[config.mk]
export PLATFORM = sky130hd
export DESIGN_NAME = axil_mem_arbiter
export DESIGN_NICKNAME = d
export VERILOG_FILES = /design/src/rtl/axil_mem_arbiter_pkg.sv /design/src/rtl/axil_req_hold.sv /design/src/rtl/axil_mem_arbiter.sv
export SDC_FILE = /design/constraint.sdc
export NUM_CORES = 1
export LEC_CHECK = 0
export ABC_AREA = 1
export CAP_MARGIN = 20
export CORE_UTILIZATION = 47
export CTS_CLUSTER_SIZE = 8
export DETAILED_ROUTE_END_ITERATION = 7
export PLACE_DENSITY = 0.8
export SYNTH_ARGS = -nofsm -noshare
export SYNTH_HDL_FRONTEND = slang
export SYNTH_SLANG_ARGS = --single-unit
[constraint.sdc]
create_clock -name clk -period 4.4 [get_ports clk]
set_input_delay 0.44 -clock clk [delete_from_list [all_inputs] [get_ports clk]]
set_output_delay 0.44 -clock clk [all_outputs]
set_load 0.02 [all_outputs]
[src/rtl/axil_mem_arbiter_pkg.sv]
// Shared response codes, FSM state encodings and grant identifiers for the
// AXI4-Lite register-memory arbiter.
package axil_mem_arbiter_pkg;

  typedef enum logic [1:0] {
    RESP_OKAY   = 2'b00,
    RESP_EXOKAY = 2'b01,
    RESP_SLVERR = 2'b10,
    RESP_DECERR = 2'b11
  } resp_t;

  typedef enum logic [2:0] {
    IDLE     = 3'd0,
    RD_ISSUE = 3'd1,
    RD_CAPT  = 3'd2,
    RD_RESP  = 3'd3,
    WR_ISSUE = 3'd4,
    WR_CAPT  = 3'd5,
    WR_RESP  = 3'd6
  } state_t;

  typedef enum logic {
    GRANT_RD = 1'b0,
    GRANT_WR = 1'b1
  } grant_t;

endpackage

[src/rtl/axil_req_hold.sv]
// One-deep pending register for a request pulse and its payload. A pulse in
// the same cycle as the clear is accepted; a pulse while still pending is dropped.
module axil_req_hold #(
  parameter int WIDTH = 8
) (
  input  logic             clk,
  input  logic             reset,
  input  logic             en,
  input  logic [WIDTH-1:0] din,
  input  logic             clear,
  output logic             pending,
  output logic [WIDTH-1:0] dout,
  output logic             drop
);

  logic accept;

  assign accept = en && (!pending || clear);
  assign drop   = en && pending && !clear;

  always_ff @(posedge clk or posedge reset) begin
    if (reset) begin
      pending <= 1'b0;
      dout    <= '0;
    end else if (accept) begin
      pending <= 1'b1;
      dout    <= din;
    end else if (clear) begin
      pending <= 1'b0;
    end
  end

endmodule

[src/rtl/axil_mem_arbiter.sv]
// Round-robin arbiter sharing the single-port register memory between the
// read and write request paths, with registered responses and memory strobes.
module axil_mem_arbiter
  import axil_mem_arbiter_pkg::*;
#(
  parameter int ADDR_WIDTH = 5,
  parameter int DATA_WIDTH = 32,
  parameter int MEM_DEPTH  = 24
) (
  input  logic                    clk,
  input  logic                    reset,
  input  logic                    rd_en,
  input  logic [ADDR_WIDTH-1:0]   rd_addr,
  output logic                    rd_busy,
  input  logic                    wr_en,
  input  logic [ADDR_WIDTH-1:0]   wr_addr,
  input  logic [DATA_WIDTH-1:0]   wr_data,
  input  logic [DATA_WIDTH/8-1:0] wr_strb,
  output logic                    wr_busy,
  output logic                    rresp_valid,
  output logic [1:0]              rresp,
  output logic [DATA_WIDTH-1:0]   rdata,
  input  logic                    rresp_ready,
  output logic                    bresp_valid,
  output logic [1:0]              bresp,
  input  logic                    bresp_ready,
  output logic                    mem_en,
  output logic                    mem_we,
  output logic [ADDR_WIDTH-1:0]   mem_addr,
  output logic [DATA_WIDTH-1:0]   mem_wdata,
  output logic [DATA_WIDTH/8-1:0] mem_wstrb,
  input  logic [DATA_WIDTH-1:0]   mem_rdata,
  input  logic                    mem_err,
  output logic                    ovf_err
);

  localparam int STRB_WIDTH = DATA_WIDTH / 8;
  localparam int WR_PAY     = ADDR_WIDTH + DATA_WIDTH + STRB_WIDTH;
  localparam logic [ADDR_WIDTH:0] DEPTH = MEM_DEPTH[ADDR_WIDTH:0];

  state_t                  state, state_n;
  grant_t                  last_grant;
  logic                    grant_rd, grant_wr;
  logic                    rd_drop, wr_drop;
  logic [ADDR_WIDTH-1:0]   rd_addr_q, wr_addr_q;
  logic [DATA_WIDTH-1:0]   wr_data_q;
  logic [STRB_WIDTH-1:0]   wr_strb_q;
  logic [WR_PAY-1:0]       wr_pay_q;
  logic                    rd_oor, wr_oor;

  axil_req_hold #(.WIDTH(ADDR_WIDTH)) u_rd_hold (
    .clk     (clk),
    .reset   (reset),
    .en      (rd_en),
    .din     (rd_addr),
    .clear   (grant_rd),
    .pending (rd_busy),
    .dout    (rd_addr_q),
    .drop    (rd_drop)
  );

  axil_req_hold #(.WIDTH(WR_PAY)) u_wr_hold (
    .clk     (clk),
    .reset   (reset),
    .en      (wr_en),
    .din     ({wr_addr, wr_data, wr_strb}),
    .clear   (grant_wr),
    .pending (wr_busy),
    .dout    (wr_pay_q),
    .drop    (wr_drop)
  );

  assign {wr_addr_q, wr_data_q, wr_strb_q} = wr_pay_q;
  assign rd_oor = {1'b0, rd_addr_q} >= DEPTH;
  assign wr_oor = {1'b0, wr_addr_q} >= DEPTH;

  // Out-of-range requests skip the memory and go straight to a DECERR response.
  always_comb begin
    state_n  = state;
    grant_rd = 1'b0;
    grant_wr = 1'b0;
    case (state)
      IDLE: begin
        if (rd_busy && (!wr_busy || last_grant == GRANT_WR)) begin
          grant_rd = 1'b1;
          state_n  = rd_oor ? RD_RESP : RD_ISSUE;
        end else if (wr_busy) begin
          grant_wr = 1'b1;
          state_n  = wr_oor ? WR_RESP : WR_ISSUE;
        end
      end
      RD_ISSUE: state_n = RD_CAPT;
      RD_CAPT:  state_n = RD_RESP;
      RD_RESP:  if (rresp_ready) state_n = IDLE;
      WR_ISSUE: state_n = WR_CAPT;
      WR_CAPT:  state_n = WR_RESP;
      WR_RESP:  if (bresp_ready) state_n = IDLE;
      default:  state_n = IDLE;
    endcase
  end

  // Outputs are registered from the next state so they line up with the state they describe.
  always_ff @(posedge clk or posedge reset) begin
    if (reset) begin
      state       <= IDLE;
      last_grant  <= GRANT_WR;
      mem_en      <= 1'b0;
      mem_we      <= 1'b0;
      mem_addr    <= '0;
      mem_wdata   <= '0;
      mem_wstrb   <= '0;
      rresp_valid <= 1'b0;
      rresp       <= 2'b00;
      rdata       <= '0;
      bresp_valid <= 1'b0;
      bresp       <= 2'b00;
      ovf_err     <= 1'b0;
    end else begin
      state       <= state_n;
      mem_en      <= (state_n == RD_ISSUE) || (state_n == WR_ISSUE);
      mem_we      <= (state_n == WR_ISSUE);
      rresp_valid <= (state_n == RD_RESP);
      bresp_valid <= (state_n == WR_RESP);
      ovf_err     <= ovf_err | rd_drop | wr_drop;
      if (grant_rd) begin
        last_grant <= GRANT_RD;
        mem_addr   <= rd_addr_q;
        if (rd_oor) begin
          rresp <= RESP_DECERR;
          rdata <= '0;
        end
      end
      if (grant_wr) begin
        last_grant <= GRANT_WR;
        mem_addr   <= wr_addr_q;
        mem_wdata  <= wr_data_q;
        mem_wstrb  <= wr_strb_q;
        if (wr_oor) bresp <= RESP_DECERR;
      end
      if (state == RD_CAPT) begin
        rdata <= mem_rdata;
        rresp <= mem_err ? RESP_SLVERR : RESP_OKAY;
      end
      if (state == WR_CAPT) bresp <= mem_err ? RESP_SLVERR : RESP_OKAY;
    end
  end

endmodule

## Word level (Yosys, flattened, before mapping)

Cells that the tools add are included.

| word-level totals | value |
|---|---|
| input port bits | 85 |
| logic and storage cells | 85 |
| register bits | 134 |
| output and inout bits | 84 |

| operators by class | value |
|---|---|
| reductions and logical operators | 25 |
| bitwise operators | 2 |
| eq/ne operators | 10 |
| multiplexer cells | 29 |
| magnitude comparators | 2 |

Operator list:

| kind | number |
|---|---|
| 2-to-1 mux 32 bit | 3 |
| one-hot mux 3 bit (7 select lines) | 1 |
| 2-to-1 mux 2 bit | 9 |
| equality test 3 bit, second input constant | 5 |
| nonzero test 2 bit | 7 |
| 2-to-1 mux 3 bit | 4 |
| >= comparator 5 bit, second input constant | 2 |
| 2-to-1 mux 1 bit | 10 |
| 2-to-1 mux 5 bit | 2 |
| equality test 3 x 2 -> 1 bit, second input constant | 3 |
| logical AND 1 bit | 7 |
| equality test 3 x 1 -> 1 bit, second input constant | 2 |
| zero test 1 bit | 4 |
| logical OR 1 bit | 4 |
| AND reduction 2 bit | 2 |
| zero test 3 bit | 1 |
| OR 1 bit | 2 |

## Depth between registers and ports, before layout

| depth | value |
|---|---|
| depth after elaboration | 9 |
| mapped depth | 9 |
| gate-level depth less buffers | 9 |

## Modules after synthesis

Synthesis repeated with hierarchy kept, for this count alone.

| unflattened totals | value |
|---|---|
| cell total of the unflattened synthesis | 621 |
| area, all modules | 5460.2 sq um |

By module, submodules not included:

| module | times used | sequential area each (sq um) | area an instance (sq um) | cells each |
|---|---|---|---|---|
| axil_mem_arbiter | 1 | 2153.3 | 3515.9 | 408 |
| axil_req_hold at u_wr_hold | 1 | 1051.0 | 1700.4 | 185 |
| axil_req_hold at u_rd_hold | 1 | 150.1 | 244.0 | 28 |

## Least setup slack after synthesis

OpenSTA, ideal clock, no wires.

| path | value |
|---|---|
| path kind | flip-flop to flip-flop |
| start point | reg u_wr_hold.pending |
| end point | reg u_wr_hold.dout[25] |
| arrival time | 1.349 ns |
| library setup time | 0.120 ns |
| path buffers | 1 |
| path slack | 2.931 ns |
| stages on the path, launching flop included | 9 |
| data required time | 4.280 ns |
| clock period less this slack | 1.469 ns |
| cell sequence | dfrtp_1 -> inv_1 -> a21oi_2 -> nand2_4 -> nand2_4 -> nand2_4 -> buf_6 -> nor2_1 -> a21oi_2 |

| on the way | value |
|---|---|
| word-level cells in the longest chain between the ends | 7 |
| elaborated cells between the ends (all ways) | 8 |
| classes of those cells | mux: 3; reduce/logical: 5 |

RTL lines:

| what | line | text |
|---|---|---|
| start, declared | axil_req_hold.sv:11 | `output logic pending,` |
| start signal, assigned | axil_req_hold.sv:23 | `pending <= 1'b0;` |
| start signal, assigned | axil_req_hold.sv:26 | `pending <= 1'b1;` |
| start signal, assigned | axil_req_hold.sv:29 | `pending <= 1'b0;` |
| zero test 1 bit | axil_req_hold.sv:18, axil_mem_arbiter.sv:84 |  |
| logical OR 1 bit | axil_mem_arbiter.sv:84 | `if (rd_busy && (!wr_busy \|\| last_grant == GRANT_WR)) begin` |
| logical AND 1 bit | axil_mem_arbiter.sv:84 |  |
| 2-to-1 mux 1 bit | axil_mem_arbiter.sv:84 |  |
| 2-to-1 mux 1 bit | axil_mem_arbiter.sv:82 | `case (state)` |
| logical OR 1 bit * | axil_req_hold.sv:18 | `assign accept = en && (!pending \|\| clear);` |
| logical AND 1 bit * | axil_req_hold.sv:18 |  |
| end signal, assigned | axil_req_hold.sv:27 | `dout <= din;` |
| end, declared | axil_req_hold.sv:12 | `output logic [WIDTH-1:0] dout,` |

Mark *: on every way between the ends. The rest lies on a longest branch, timed or not.
A chain may end at the register's enable or synchronous reset.

## Final worst setup path

| path | value |
|---|---|
| start point | reg state[2] |
| end point | reg u_wr_hold.dout[13] |

| on the way | value |
|---|---|
| word-level cells in the longest chain between the ends | 4 |

RTL lines:

| what | line | text |
|---|---|---|
| start, declared | axil_mem_arbiter.sv:41 | `state_t state, state_n;` |
| start signal, assigned | axil_mem_arbiter.sv:119 | `state <= state_n;` |
| zero test 3 bit | axil_mem_arbiter.sv:82 |  |
| 2-to-1 mux 1 bit | axil_mem_arbiter.sv:82 |  |
| logical OR 1 bit | axil_req_hold.sv:18 |  |
| logical AND 1 bit | axil_req_hold.sv:18 |  |

No other way between the ends.

==> key figures <==
Run status
  • Status: finished, final reports clean

CTS
  • CTS HTree Levels: 4
  • Clk_lat worst skew: ~0.40 ns
  • Postcts setup bufs: 0
  • Clock sink count: between 100 and 150
  • # hold bufs at CTS: 0
  • Worst-path clk slew: 0.06 ns
  • CTS tree: yes
  • CTS buffer count: 17
  • Worst-case clock buffer depth: 2
  • CTS Root Buffer Type: clkbuf_16
  • PostCTS Resize Cnt: 0

Drt
  • DRC viols: 0
  • Antenna viol nets, final: 0
  • Detailed Routing Iterations Pass 1: 5
  • DR WL/cell: 14.4 um
  • Post-DR vias/cell: around 5
  • Via count: 4471
  • Total Wirelength: approximately 13 mm
  • Initial drt markers: about 340

Global route
  • Vias in the first global route: roughly 4400
  • Grt peak-use layer: met2
  • Initial antenna violation count: 0
  • Global-route wire length before repair: 20.5 mm
  • Met2 Resource Use GR: between 30 and 40%
  • Gr ovfl total: 0
  • Largest net degree at the start of global routing: ~120
  • Gr usage total: between 20% and 30%
  • Met1 Use GR: between 20% and 30%
  • Met3 usage: ~6%

Flow run
  • Max-cap viol count: 0

Final layout
  • # nets final: between 800 and 900
  • # diodes: 0
  • Most common cell after layout, fill and taps aside: clkdlybuf4s50_1
  • Share of layout cells above drive strength 1: ~8.1%
  • Register area: about 3400 um^2
  • Syn-to-layout area delta: 41.7%
  • Multi-input logic area: between 1500 and 2000 um^2
  • Leading cell types in the layout, fill and taps excluded: clkdlybuf4s50_1 (168), nand2_1 (158), dfrtp_1 (133), nand3_1 (94)
  • Fill cells: just under 900

Synth
  • Synth unique cells: 24
  • Top-area cell type share of the netlist area: 61.3%
  • Synthesized net count: 665
  • Syn avg cell area: about 9.4 um^2
  • Top cells by area, synth: dfrtp_1 (61%), nand2_1 (11%), nand3_1 (8.7%), inv_1 (2.9%), nor2_1 (2.9%)
  • Mapped Cells: 580
  • Synth Warn #: 0
  • Seq/Total Area, Yosys: between 60% and 70%
  • Synthesized area: 5430 um^2
  • Synth area leader: dfrtp_1
  • Flop and latch count out of synthesis: 134

Worst setup path
  • Register-to-register setup slack: 1.58 ns
  • CP Launch Point: state[2]
  • Critical path arrival: a little over 3 ns
  • WP data required: roughly 4.7 ns
  • Crit end category: flip-flop
  • Critical path launch point type: flip-flop
  • Crit path to: u_wr_hold.dout[13]
  • Worst R2R End: u_wr_hold.dout[13]
  • Max FO, Critical Path: 70
  • Critical path class: reg2reg
  • R2R cell count: 8
  • Worst r2r src: state[2]

Placed design
  • Setup Slack @ Placement: 1.56 ns
  • Input/output buffers: between 150 and 200
  • Global placement routability congestion: 0.800
  • Final HPWL from detailed placement: 8.65 mm

Timing
  • F_max: ~0.35 GHz
  • Slew at the pin closest to its max-slew limit: ~0.74 ns
  • Worst Clk Skew: 0.0109 ns
  • Final WS setup: around 1.6 ns
  • Final hold slack: between 0.3 and 0.4 ns
  • Unrepaired setup endpoints after global routing: false
  • Final critical-path share of the clock period: 64.0%
  • Final Max Slew Viols: 0
  • Rel. slew slack: around half
  • Fin crit period: about 2.8 ns
  • Final Hold Vio Count: 0
  • Post-Route Setup TNS: 0 ns
  • Final setup fails: 0

Floorplanning
  • Core ar.: 11000 um^2
  • Num ports: ~170
  • Number of cell rows: 38
  • Initial Util: between 40% and 50%
  • Die area: around 12000 um^2
  • Die Ht: about 110 um
  • DIE WIDTH: approximately 110 um

Power
  • Combinational power share: ~43%
  • Clk pwr share: about a fifth
  • Static Leakage: around 3.7 nW
  • VDD IR-drop max: 0.410 mV
  • Sequential power share: approximately 36%
  • Pwr dens: between 700 and 800 nW/um^2
  • Int Pwr: around 3.6 mW
  • Net switching power: ~2.4 mW
  • Sw Ratio: 39.5%

Hold path
  • Hold Path Class: in2async
## per-layer routing
layer  vias to the layer above  wire length [um]
met5                         -                 0
met4                         0               106
met3                        11               949
met2                       143              6330
met1                      2132              5460
li1                       2185                 -
## flip-flops by register name, indices dropped and copies added (netlist names), 2 cells and up
register and count:
u_wr_hold.dout 41, mem_wdata 32, rdata 32, mem_addr 5
u_rd_hold.dout 5, mem_wstrb 4, state 3, bresp 2
rresp 2
## critical path, stage by stage, from the launching register on
cell and delay [ns]:
dfrtp_1 0.44, inv_2 0.47, nand2_2 0.20, inv_2 0.11, nand2_4 0.35, nand2_4 0.33
nand2_4 0.43, nor2_1 0.27, a21oi_1 0.08
## area by class of cell
class	count	share of cell area [%]
Sequential cell	134	43.6
Timing Repair Buffer	171	22.5
Multi-Input combinational cell	373	22.5
Clock buffer	18	5.58
Tap cell	140	2.28
Inverter	44	2.21
Clock inverter	13	1.33
## synthesized netlist by cell type
cell and number:
inv_2 2, dfstp_2 1, buf_4 2, nand2_2 2, nand2_1 158, o211ai_1 1
buf_2 10, nor2_4 2, inv_1 42, a21oi_2 11, o21ai_0 29, nor2_2 1
nand3_4 1, nand3_1 94, buf_6 7, clkbuf_1 10, dfrtp_1 133, a21o_1 1
a21oi_1 23, nand3_2 2, a31oi_1 2, nor3_2 1, nor2_1 42, nand2_4 3
## worst min path at each step
stage	start	endpoint	slack [ns]
floorplan	u_wr_hold.dout[4]	mem_wdata[0]	0.44
global route	reset	rdata[18]	0.30
detailed placement	u_wr_hold.dout[5]	mem_wdata[1]	0.46
CTS	u_wr_hold.dout[5]	mem_wdata[1]	0.47
global placement	u_wr_hold.dout[9]	mem_wdata[5]	0.45
finish	reset	rdata[18]	0.32
## power groups by stage
stage / clock (mW) / sequential [mW] / combinational (mW)
2_1_floorplan: 0 / 2.55 / 1.16
6_report: 1.25 / 2.17 / 2.61
3_3_place_gp: 0 / 2.15 / 2.51
3_5_place_dp: 0 / 2.17 / 2.61
4_1_cts: 1.28 / 2.16 / 2.62
5_1_grt: 1.33 / 2.23 / 2.89
## kinds of logic (layout without fill, tap and decap cells)
| group | Yosys count | in the layout | share of synthesized area, % |
|---|---|---|---|
| and+or+nand+nor | 306 | 306 | 24.8 |
| DFF | 134 | 134 | 61.8 |
| buffers and inverters | 73 | 246 | 6.38 |
| AOI/OAI and AO/OA | 67 | 67 | 7.08 |
## through the flow
step	utilization, %	total power [mW]	std cells	area, um^2
after global routing	69.7	6.45	893	7690
final	69.7	6.03	893	7690
after floorplan	-	3.71	580	5430
after CTS	69.4	6.06	891	7650
after global placement	64.5	4.67	860	7120
after detailed placement	64.5	4.78	860	7120
Power figures use the tool's default switching activity.
